[src/rtl/pingpong_wr_ctrl_if.sv]
// Write-port bundle between the acquisition front end, the write sequencer
// and the 2x128x8 ping-pong buffer.
interface pingpong_wr_ctrl_if #(
    parameter int DATA_W = 8,
    parameter int ADDR_W = 7
) ();
    logic [DATA_W-1:0] din;
    logic              din_valid;
    logic              readya;
    logic              wea;
    logic [ADDR_W-1:0] addra;
    logic [DATA_W-1:0] dina;
    logic              finisha;

    modport master (
        input  din, din_valid, readya,
        output wea, addra, dina, finisha
    );

    modport slave (
        output din, din_valid, readya,
        input  wea, addra, dina, finisha
    );
endinterface

[src/rtl/pingpong_wr_ctrl.sv]
// Write-side sequencer for the ping-pong sample buffer: fills one half per frame,
// optionally gated by a rising trigger crossing, and counts frames and drops.
module pingpong_wr_ctrl #(
    parameter int DATA_W = 8,
    parameter int ADDR_W = 7,
    parameter int CNT_W  = 16
) (
    input  logic               clk,
    input  logic               rst,
    input  logic               arm,
    input  logic               trig_mode,
    input  logic [DATA_W-1:0]  trig_level,
    pingpong_wr_ctrl_if.master buf_if,
    output logic               busy,
    output logic [CNT_W-1:0]   frame_cnt,
    output logic [CNT_W-1:0]   drop_cnt
);
    typedef enum logic [2:0] {
        IDLE      = 3'd0,
        WAIT_TRIG = 3'd1,
        FILL      = 3'd2,
        FINISH    = 3'd3,
        HOLD      = 3'd4,
        WAIT_RDY  = 3'd5
    } state_t;

    localparam logic [ADDR_W-1:0] ADDR_ZERO = {ADDR_W{1'b0}};
    localparam logic [ADDR_W-1:0] ADDR_ONE  = ADDR_W'(1);
    localparam logic [ADDR_W-1:0] ADDR_LAST = {ADDR_W{1'b1}};
    localparam logic [CNT_W-1:0]  CNT_ZERO  = {CNT_W{1'b0}};
    localparam logic [CNT_W-1:0]  CNT_ONE   = CNT_W'(1);
    localparam logic [CNT_W-1:0]  CNT_MAX   = {CNT_W{1'b1}};

    function automatic logic rising_cross(input logic [DATA_W-1:0] prev,
                                          input logic [DATA_W-1:0] cur,
                                          input logic [DATA_W-1:0] lvl);
        return (prev < lvl) && (cur >= lvl);
    endfunction

    state_t            state_r;
    state_t            state_nxt_s;
    logic [ADDR_W-1:0] wr_cnt_r;
    logic [ADDR_W-1:0] wr_cnt_nxt_s;
    logic [DATA_W-1:0] prev_r;
    logic              wea_r;
    logic [ADDR_W-1:0] addra_r;
    logic [DATA_W-1:0] dina_r;
    logic              finisha_r;
    logic              busy_r;
    logic [CNT_W-1:0]  frame_cnt_r;
    logic [CNT_W-1:0]  drop_cnt_r;
    logic              wr_en_s;
    logic [ADDR_W-1:0] wr_addr_s;
    logic [DATA_W-1:0] wr_data_s;
    logic              finish_s;
    logic              drop_s;
    logic              trig_hit_s;
    logic              free_resume_s;

    assign trig_hit_s    = buf_if.din_valid && rising_cross(prev_r, buf_if.din, trig_level);
    // Free-run restart writes the sample arriving on the WAIT_RDY exit edge.
    assign free_resume_s = buf_if.readya && arm && !trig_mode && buf_if.din_valid;

    // State register.
    always_ff @(posedge clk) begin
        if (rst) begin
            state_r <= IDLE;
        end else begin
            state_r <= state_nxt_s;
        end
    end

    // Next-state decode.
    always_comb begin
        state_nxt_s = state_r;
        case (state_r)
            IDLE: begin
                if (arm && buf_if.readya) begin
                    state_nxt_s = trig_mode ? WAIT_TRIG : FILL;
                end else begin
                    state_nxt_s = IDLE;
                end
            end
            WAIT_TRIG: begin
                if (trig_hit_s) begin
                    state_nxt_s = FILL;
                end else if (!arm) begin
                    state_nxt_s = IDLE;
                end else begin
                    state_nxt_s = WAIT_TRIG;
                end
            end
            FILL: begin
                if (buf_if.din_valid && (wr_cnt_r == ADDR_LAST)) begin
                    state_nxt_s = FINISH;
                end else begin
                    state_nxt_s = FILL;
                end
            end
            FINISH:   state_nxt_s = HOLD;
            HOLD:     state_nxt_s = WAIT_RDY;
            WAIT_RDY: begin
                if (!buf_if.readya) begin
                    state_nxt_s = WAIT_RDY;
                end else if (!arm) begin
                    state_nxt_s = IDLE;
                end else if (trig_mode) begin
                    state_nxt_s = WAIT_TRIG;
                end else begin
                    state_nxt_s = FILL;
                end
            end
            default:  state_nxt_s = IDLE;
        endcase
    end

    // Write, finish and drop decode for the coming edge.
    always_comb begin
        wr_en_s      = 1'b0;
        wr_addr_s    = addra_r;
        wr_data_s    = dina_r;
        finish_s     = 1'b0;
        drop_s       = 1'b0;
        wr_cnt_nxt_s = wr_cnt_r;
        case (state_r)
            WAIT_TRIG: begin
                if (trig_hit_s) begin
                    wr_en_s      = 1'b1;
                    wr_addr_s    = ADDR_ZERO;
                    wr_data_s    = buf_if.din;
                    wr_cnt_nxt_s = ADDR_ONE;
                end else begin
                    wr_cnt_nxt_s = ADDR_ZERO;
                end
            end
            FILL: begin
                if (buf_if.din_valid) begin
                    wr_en_s      = 1'b1;
                    wr_addr_s    = wr_cnt_r;
                    wr_data_s    = buf_if.din;
                    wr_cnt_nxt_s = wr_cnt_r + ADDR_ONE;
                end else begin
                    wr_cnt_nxt_s = wr_cnt_r;
                end
            end
            FINISH: begin
                finish_s     = 1'b1;
                wr_cnt_nxt_s = ADDR_ZERO;
                drop_s       = buf_if.din_valid && arm;
            end
            HOLD: begin
                drop_s = buf_if.din_valid && arm;
            end
            WAIT_RDY: begin
                if (free_resume_s) begin
                    wr_en_s      = 1'b1;
                    wr_addr_s    = ADDR_ZERO;
                    wr_data_s    = buf_if.din;
                    wr_cnt_nxt_s = ADDR_ONE;
                end else begin
                    drop_s = buf_if.din_valid && arm;
                end
            end
            default: begin
                wr_cnt_nxt_s = ADDR_ZERO;
            end
        endcase
    end

    // Registered outputs, write counter, trigger history and statistics.
    always_ff @(posedge clk) begin
        if (rst) begin
            wr_cnt_r    <= ADDR_ZERO;
            prev_r      <= {DATA_W{1'b0}};
            wea_r       <= 1'b0;
            addra_r     <= ADDR_ZERO;
            dina_r      <= {DATA_W{1'b0}};
            finisha_r   <= 1'b0;
            busy_r      <= 1'b0;
            frame_cnt_r <= CNT_ZERO;
            drop_cnt_r  <= CNT_ZERO;
        end else begin
            wr_cnt_r  <= wr_cnt_nxt_s;
            wea_r     <= wr_en_s;
            addra_r   <= wr_addr_s;
            dina_r    <= wr_data_s;
            finisha_r <= finish_s;
            busy_r    <= (state_nxt_s != IDLE);
            if (buf_if.din_valid) begin
                prev_r <= buf_if.din;
            end else begin
                prev_r <= prev_r;
            end
            if (finish_s) begin
                frame_cnt_r <= frame_cnt_r + CNT_ONE;
            end else begin
                frame_cnt_r <= frame_cnt_r;
            end
            if (drop_s && (drop_cnt_r != CNT_MAX)) begin
                drop_cnt_r <= drop_cnt_r + CNT_ONE;
            end else begin
                drop_cnt_r <= drop_cnt_r;
            end
        end
    end

    assign buf_if.wea     = wea_r;
    assign buf_if.addra   = addra_r;
    assign buf_if.dina    = dina_r;
    assign buf_if.finisha = finisha_r;
    assign busy           = busy_r;
    assign frame_cnt      = frame_cnt_r;
    assign drop_cnt       = drop_cnt_r;
endmodule

[src/flat_wrapper.sv]
// flat-port wrapper written by rule: the top's interface ports become plain ports
module pingpong_wr_ctrl_flat 
#(
    parameter int DATA_W = 8,
    parameter int ADDR_W = 7,
    parameter int CNT_W  = 16
)
  (clk, rst, arm, trig_mode, trig_level, busy, frame_cnt, drop_cnt, buf_if_din, buf_if_din_valid, buf_if_readya, buf_if_wea, buf_if_addra, buf_if_dina, buf_if_finisha);
  pingpong_wr_ctrl_if #(.DATA_W(DATA_W), .ADDR_W(ADDR_W)) buf_if_i ();
  input  logic clk;
  input  logic rst;
  input  logic arm;
  input  logic trig_mode;
  input  logic [DATA_W-1:0] trig_level;
  output logic busy;
  output logic [CNT_W-1:0] frame_cnt;
  output logic [CNT_W-1:0] drop_cnt;
  input wire logic [$bits(buf_if_i.din)-1:0] buf_if_din;
  input wire logic [$bits(buf_if_i.din_valid)-1:0] buf_if_din_valid;
  input wire logic [$bits(buf_if_i.readya)-1:0] buf_if_readya;
  output wire logic [$bits(buf_if_i.wea)-1:0] buf_if_wea;
  output wire logic [$bits(buf_if_i.addra)-1:0] buf_if_addra;
  output wire logic [$bits(buf_if_i.dina)-1:0] buf_if_dina;
  output wire logic [$bits(buf_if_i.finisha)-1:0] buf_if_finisha;
  assign buf_if_i.din = buf_if_din;
  assign buf_if_i.din_valid = buf_if_din_valid;
  assign buf_if_i.readya = buf_if_readya;
  assign buf_if_wea = buf_if_i.wea;
  assign buf_if_addra = buf_if_i.addra;
  assign buf_if_dina = buf_if_i.dina;
  assign buf_if_finisha = buf_if_i.finisha;
  pingpong_wr_ctrl #(.DATA_W(DATA_W), .ADDR_W(ADDR_W), .CNT_W(CNT_W)) u_core (.clk(clk), .rst(rst), .arm(arm), .trig_mode(trig_mode), .trig_level(trig_level), .buf_if(buf_if_i), .busy(busy), .frame_cnt(frame_cnt), .drop_cnt(drop_cnt));
endmodule
[config.mk]
export PLATFORM = sky130hd
export DESIGN_NAME = pingpong_wr_ctrl_flat
export DESIGN_NICKNAME = d
export VERILOG_FILES = /design/src/rtl/pingpong_wr_ctrl_if.sv /design/src/rtl/pingpong_wr_ctrl.sv /design/src/flat_wrapper.sv
export SDC_FILE = /design/constraint.sdc
export NUM_CORES = 1
export LEC_CHECK = 0
export ABC_AREA = 1
export BUFFER_PORTS_ARGS = -buffer_cell sky130_fd_sc_hd__buf_2
export CORE_MARGIN = 1.5
export CORE_UTILIZATION = 57
export CTS_BUF_LIST = sky130_fd_sc_hd__clkbuf_8
export CTS_CLUSTER_DIAMETER = 200
export DETAILED_ROUTE_END_ITERATION = 12
export GPL_TIMING_DRIVEN = 0
export PLACE_DENSITY = 0.91
export SYNTH_ARGS = -nofsm -noshare
export SYNTH_HDL_FRONTEND = slang
export SYNTH_SLANG_ARGS = --single-unit
[constraint.sdc]
create_clock -name clk -period 2.11 [get_ports clk]
set_input_delay 0 -clock clk [delete_from_list [all_inputs] [get_ports clk]]
set_output_delay 0 -clock clk [all_outputs]
set_load 0.05 [all_outputs]
==> results of run 1 <==
==> power groups by stage <==
stage	logic (mW)	registers [mW]	clock network (mW)
after floorplan	0.172	1.39	0
after global placement	0.286	1.35	0
after detailed placement	0.297	1.35	0
after CTS	0.311	1.33	0.974
after global routing	0.354	1.33	1.03
final	0.318	1.33	0.962
==> flip-flops by register name, indices dropped and copies added (netlist names) <==
signal,count
u_core.prev_r,8
u_core.state_r,3
u_core.buf_if.addra,7
u_core.wr_cnt_r,7
u_core.frame_cnt,16
u_core.buf_if.dina,8
u_core.buf_if.finisha,1
u_core.busy,1
u_core.drop_cnt,16
u_core.buf_if.wea,1
==> cells by family after synthesis <==
logic type      share of synthesized area (%)
fa+ha+maj                                6.10
buf+inv                                  8.38
flops                                    36.9
compound gates                           9.97
xor+xnor                                 3.56
simple gates                             35.1
==> metal layers <==
layer	vias to the layer above	track usage (%)	routed length, um
met5	-	0	0
met4	0	14.6	223
met3	23	3.86	455
met2	106	45.2	4420
met1	1709	32.5	3790
li1	1867	-	-
==> repair_timing <==
item	4_1_cts	5_1_grt
resized for setup	0	2
hold endpoints to repair	16	0
endpoints found under the setup margin	0	8
hold buffers	8	0
buffers inserted	0	0
==> final cells by class <==
| class | instances | area, um^2 | area share, % |
|---|---|---|---|
| multi-input cells | 382 | 2030 | 46.1 |
| flip-flops and latches | 68 | 1360 | 30.9 |
| repair buffers | 78 | 430 | 9.78 |
| inverters | 65 | 246 | 5.60 |
| clock buffers | 10 | 138 | 3.13 |
| well taps | 77 | 96.3 | 2.19 |
| plain buffers | 12 | 62.6 | 1.42 |
| clock inverters | 6 | 38.8 | 0.881 |
==> cell usage in the layout (no fill, tap or decap), drive strengths merged <==
master | synthesis | routed
a211oi | 3 | 3
a21o | 1 | 1
a21oi | 36 | 36
buf | 4 | 74
clkbuf | 8 | 18
clkinv | 1 | 4
clkinvlp | 0 | 2
dfxtp | 68 | 68
dlygate4sd3 | 0 | 8
ha | 18 | 18
inv | 64 | 65
nand2 | 124 | 124
nand3 | 43 | 43
nand3b | 1 | 1
nand4 | 8 | 8
nor2 | 95 | 95
nor3 | 10 | 10
nor4 | 1 | 1
o211ai | 1 | 1
o21ai | 25 | 25
o21ba | 1 | 1
xnor2 | 5 | 5
xor2 | 10 | 10
==> final timing paths <==
kind | start | endpoint | slack (ns) | cells past startpoint
worst min-delay path | rst | u_core.state_r[1] | 0.02 | 2
worst max-delay path | buf_if_din[5] | u_core.busy | 0.18 | 12
worst max register to register | u_core.drop_cnt[0] | u_core.drop_cnt[10] | 0.20 | 9
worst min register to register | u_core.buf_if.addra[6] | u_core.buf_if.addra[6] | 0.48 | 2
==> cells in the mapped netlist, types with 2 or more instances <==
| master | instances |
|---|---|
| nand2_2 | 4 |
| o21ai_0 | 23 |
| nand3_2 | 6 |
| inv_2 | 7 |
| nor2_4 | 6 |
| a21oi_1 | 35 |
| nor2_2 | 6 |
| nor2_1 | 83 |
| ha_1 | 18 |
| nand3_1 | 36 |
| xor2_1 | 10 |
| buf_2 | 2 |
| dfxtp_1 | 68 |
| nor3_1 | 9 |
| buf_6 | 2 |
| nand4_1 | 7 |
| nand2_1 | 119 |
| a211oi_1 | 3 |
| xnor2_1 | 5 |
| clkbuf_1 | 8 |
| inv_1 | 56 |
==> per-stage QoR <==
step	cell area [um^2]	power, mW
after floorplan	3690	1.56
after global placement	4140	1.64
after detailed placement	4140	1.65
after CTS	4390	2.61
after global routing	4400	2.71
final	4400	2.61
==> out/metrics.csv, run 1 <==
metric;value;unit
outcome;completed;
post-synth top area cell;dfxtp_1;
ranking of synthesized cells by area;dfxtp_1 37%, nand2_1 12%, nor2_1 8.4%;
vias in the first global route;3497;
mapped cell area;3690;um^2
dpl cells;674;
I/O Buffers;70;
Total Neg Setup Slack;0;ns
Gate power share;12.2;%
Synth Flop Type;dfxtp_1;
GPL Wtd Cong;0.984;
PwrDens;592;nW/um^2
Synth async-reset ratio;0;%
HP Class;input port to flop;
core area;6310;um^2
ANT nets after route;0;
die area;6960;um^2
internal power;1.87;mW
worst path bufs/invs;3;
Vias/cell;5.31;
Pleak;2.05;nW
share of post-route cells with drive strength above 1;20.8;%
final core occ;69.7;%
total global routing overflow;0;
Reg clk slew, reported paths;0.07;ns
Min Clock Period, post-route;1.93;ns
CP startpoint kind;input port;
Yosys warning count;0;
pre-CTS setup slack;0.223;ns
RSZ-0062 raised after global routing;false;
WP data arrival;2.18;ns
worst skew pair latency;0.36;ns
htree depth;3;
row count;29;
CP top delay family;buffers and inverters;
Reg power frac;50.9;%
flops & latches, synth;68;
clock power share;36.9;%
Clock Skew;0.00909;ns
Max Clk Rate;518;MHz
initial DRC count;256;
CP peak stage delay;0.54;ns
final WL;8890;um
Bufs on Longest Clock Path;2;
Final setup viols;0;
DIE WIDTH;83.5;um
crit path max-delay cell type;dlygate4sd3_1;
Tot GR Track Use;26.6;%
Post-synth EDFFs;0;
DR WL/cell;12.7;um
CTS tree;yes;
syn_nets;567;
initial core utilization;58.4;%
Final Hold Viols;0;
period utilization;91.4;%
maxcap violations;0;
Area Growth Syn to Fin;19.3;%
tightest hold margin;0.0176;ns
Slew Limit Headroom;62.5;%
largest net degree at the start of global routing;13;
Root Buffer;clkbuf_8;
final max-slew violation count;0;
total inserted antenna cells;0;
DR DRC count;0;
peak supply drop;0.000426;V
Layout Nets;656;
post-synthesis cell type count;35;
Mapped Cells;527;
Synth top area share;36.9;%
first drt pass iteration count;5;
Switching Share;28.2;%
global-route wire length before repair;15100;um
Crit Path Category;input port to flop;
Via Count;3705;
sequential element share of the synthesized area;36.9;%
CTS Sinks;68;
net switching power;735;uW
Die Ht;83.5;um
I/O pin count;72;
Cell Chain, Critical Path;dlygate4sd3_1, buf_2, ha_1, a21oi_1, nor2_1, nor2_1, nand3_1, nand4_1, buf_2, nand3_1, nand2_1, nand2_1;
Critical Path RT;2.36;ns
Mapped Avg Cell Area;7.00;um^2
nature of the critical path endpoint;flop;
Slew @ Worst Pin;0.562;ns
final setup margin;0.181;ns
Detail Placement HPWL;6450;um
initial antenna violation count;0;
Crit Path Max Fanout;10;
Fill cells;508;
CTS Buf Count;9;
Post-Layout Cell Count;698;
Power figures use the tool's default switching activity.
==> run 2, diff against run 1 <==
--- a/config.mk
+++ b/config.mk
@@ -13,7 +13,7 @@
 export CTS_CLUSTER_DIAMETER = 200
 export DETAILED_ROUTE_END_ITERATION = 12
 export GPL_TIMING_DRIVEN = 0
-export PLACE_DENSITY = 0.91
+export PLACE_DENSITY = 0.82
 export SYNTH_ARGS = -nofsm -noshare
 export SYNTH_HDL_FRONTEND = slang
 export SYNTH_SLANG_ARGS = --single-unit
==> out/metrics.csv, run 2 (synthesis results as in run 1) <==
metric;value;unit;change
outcome;completed;;unchanged
RSZ-0062 raised after global routing;false;;unchanged
final max-slew violation count;0;;unchanged
largest net degree at the start of global routing;13;;unchanged
Worst R2R End;u_core.drop_cnt[5];;was u_core.drop_cnt[10]
worst skew pair latency;0.34;ns;was 0.36 ns
Min Clock Period, post-route;1.90;ns;was 1.93 ns
Via Count;3674;;was 3705
reg2reg setup slack;0.21;ns;was 0.20 ns
Crit Path Category;flop to flop;;was input port to flop
Slew @ Worst Pin;0.592;ns;was 0.562 ns
PwrDens;625;nW/um^2;was 592 nW/um^2
nature of the critical path endpoint;flop;;unchanged
Crit Reg-Reg Startpoint;u_core.drop_cnt[0];;unchanged
initial DRC count;116;;was 256
CP top delay family;simple AND/OR/NAND/NOR gates;;was buffers and inverters
total global routing overflow;0;;unchanged
Critical Path RT;2.32;ns;was 2.36 ns
Post-Layout Cell Count;698;;unchanged
Post-CTS Setup Inserts;0;;unchanged
first drt pass iteration count;4;;was 5
CP peak stage delay;0.42;ns;was 0.54 ns
row count;29;;unchanged
critical path depth in cells;9;;was 12
WP data arrival;2.10;ns;was 2.18 ns
CP endpoint;u_core.drop_cnt[5];;was u_core.busy
initial antenna violation count;0;;unchanged
Tot Pwr;2.77;mW;was 2.61 mW
Die Ht;83.5;um;unchanged
most common cell after layout, fill and taps aside;nand2_1;;unchanged
total inserted antenna cells;0;;unchanged
DIE WIDTH;83.5;um;unchanged
HP Class;input port to flop;;unchanged
Reg clk slew, reported paths;0.07;ns;about the same
core area;6310;um^2;unchanged
Crit Path Max Fanout;10;;unchanged
crit path max-delay cell type;dfxtp_1;;was dlygate4sd3_1
DR DRC count;0;;unchanged
vias in the first global route;3431;;was 3497
global-route wire length before repair;14800;um;was 15100 um
Final setup viols;0;;unchanged
Tot GR Track Use;25.9;%;was 26.6%
I/O pin count;72;;unchanged
Vias/cell;5.26;;was 5.31
Max Clk Rate;527;MHz;was 518 MHz
Total Neg Setup Slack;0;ns;unchanged
Final Hold Viols;0;;unchanged
DR WL/cell;12.6;um;was 12.7 um
period utilization;89.9;%;was 91.4%
final WL;8820;um;was 8890 um
CTS Sinks;68;;unchanged
dpl cells;674;;unchanged
Detail Placement HPWL;6540;um;was 6450 um
initial core utilization;58.4;%;unchanged
worst path bufs/invs;2;;was 3
share of post-route cells with drive strength above 1;20.8;%;unchanged
Clock Skew;0.0120;ns;was 0.00909 ns
die area;6960;um^2;unchanged
ANT nets after route;0;;unchanged
htree depth;3;;unchanged
worst setup path startpoint;u_core.drop_cnt[0];;was buf_if_din[5]
hold depth;2;;unchanged
Root Buffer;clkbuf_8;;unchanged
I/O Buffers;70;;unchanged
Area Growth Syn to Fin;20.0;%;was 19.3%
Pleak;2.06;nW;was 2.05 nW
CTS Buf Count;9;;unchanged
CTS tree;yes;;unchanged
CP startpoint kind;flop;;was input port
peak supply drop;0.000375;V;was 0.000426 V
GPL Wtd Cong;0.883;;was 0.984
Bufs on Longest Clock Path;2;;unchanged
Layout Nets;656;;unchanged
final core occ;70.2;%;was 69.7%
Slew Limit Headroom;60.5;%;was 62.5%
most frequent cells in the layout;118 x nand2_1, 83 x nor2_1, 72 x buf_2;;unchanged
maxcap violations;0;;unchanged
Cell Chain, Critical Path;ha_1, nand3_2, nor2_4, nand4_2, o21ai_4, inv_4, buf_6, nand2_1, a21oi_1;;was dlygate4sd3_1, buf_2, ha_1, a21oi_1, nor2_1, nor2_1, nand3_1, nand4_1, buf_2, nand3_1, nand2_1, nand2_1
worst reg-to-reg path cell count;9;;unchanged
==> run 2: cell count changes in the layout (fill, tap and decap cells not counted), sizes merged <==
cell,previous run,this run
clkbuf,18,19
clkinv,4,2
bufinv,0,1
==> run 2: timing repair <==
item,4_1_cts,5_1_grt
gates resized for setup,0,1
hold buffers,8,0
endpoints found under the hold margin,16,0
setup endpoints to repair,0,2
==> run 2: final cells by class <==
type,count,area (um^2)
buffer,12,62.6
clock buffer,11,151
clock inverter,5,58.8
fill,543,1880
inverter,65,246
multi-input combinational,382,2020
sequential,68,1360
tap,77,96.3
timing repair buffer,78,430
==> run 2: per-stage QoR <==
| step | hold WS, ns | setup WS (ns) | cell area [um^2] |
|---|---|---|---|
| CTS | 0.0237 | 0.228 | 4430 |
| floorplan | 0.135 | 0.0598 | 3690 |
| global placement | 0.251 | 0.286 | 4140 |
| finish | 0.0257 | 0.213 | 4430 |
| detailed placement | 0.269 | 0.249 | 4140 |
| global route | 0.0652 | 0.0447 | 4430 |
==> run 2: how the worst min path moves through the flow <==
stage / from / to / slack (ns)
detailed placement: buf_if_din[0] / u_core.buf_if.dina[0] / 0.27
floorplan: buf_if_din[1] / u_core.prev_r[1] / 0.13
finish: rst / u_core.state_r[1] / 0.03
global placement: buf_if_din[0] / u_core.buf_if.dina[0] / 0.25
CTS: rst / u_core.state_r[1] / 0.02
global route: rst / u_core.state_r[1] / 0.07
==> run 2: where the power goes <==
| group | internal (mW) | total [mW] | switching [mW] | leakage (nW) |
|---|---|---|---|---|
| combinational | 0.106 | 0.314 | 0.208 | 1.40 |
| clock | 0.612 | 1.13 | 0.518 | 0.102 |
| sequential | 1.31 | 1.33 | 0.0170 | 0.550 |
| total | 2.03 | 2.77 | 0.743 | 2.06 |
==> run 2: per-layer routing <==
layer | up-vias | part of all wire (%) | GRT usage (%)
met1 | 1690 | 44 | 31.7
li1 | 1866 | - | -
met4 | 0 | 2.4 | 11.2
met2 | 96 | 49 | 45.2
met5 | - | 0 | 0
met3 | 22 | 4.5 | 4.15
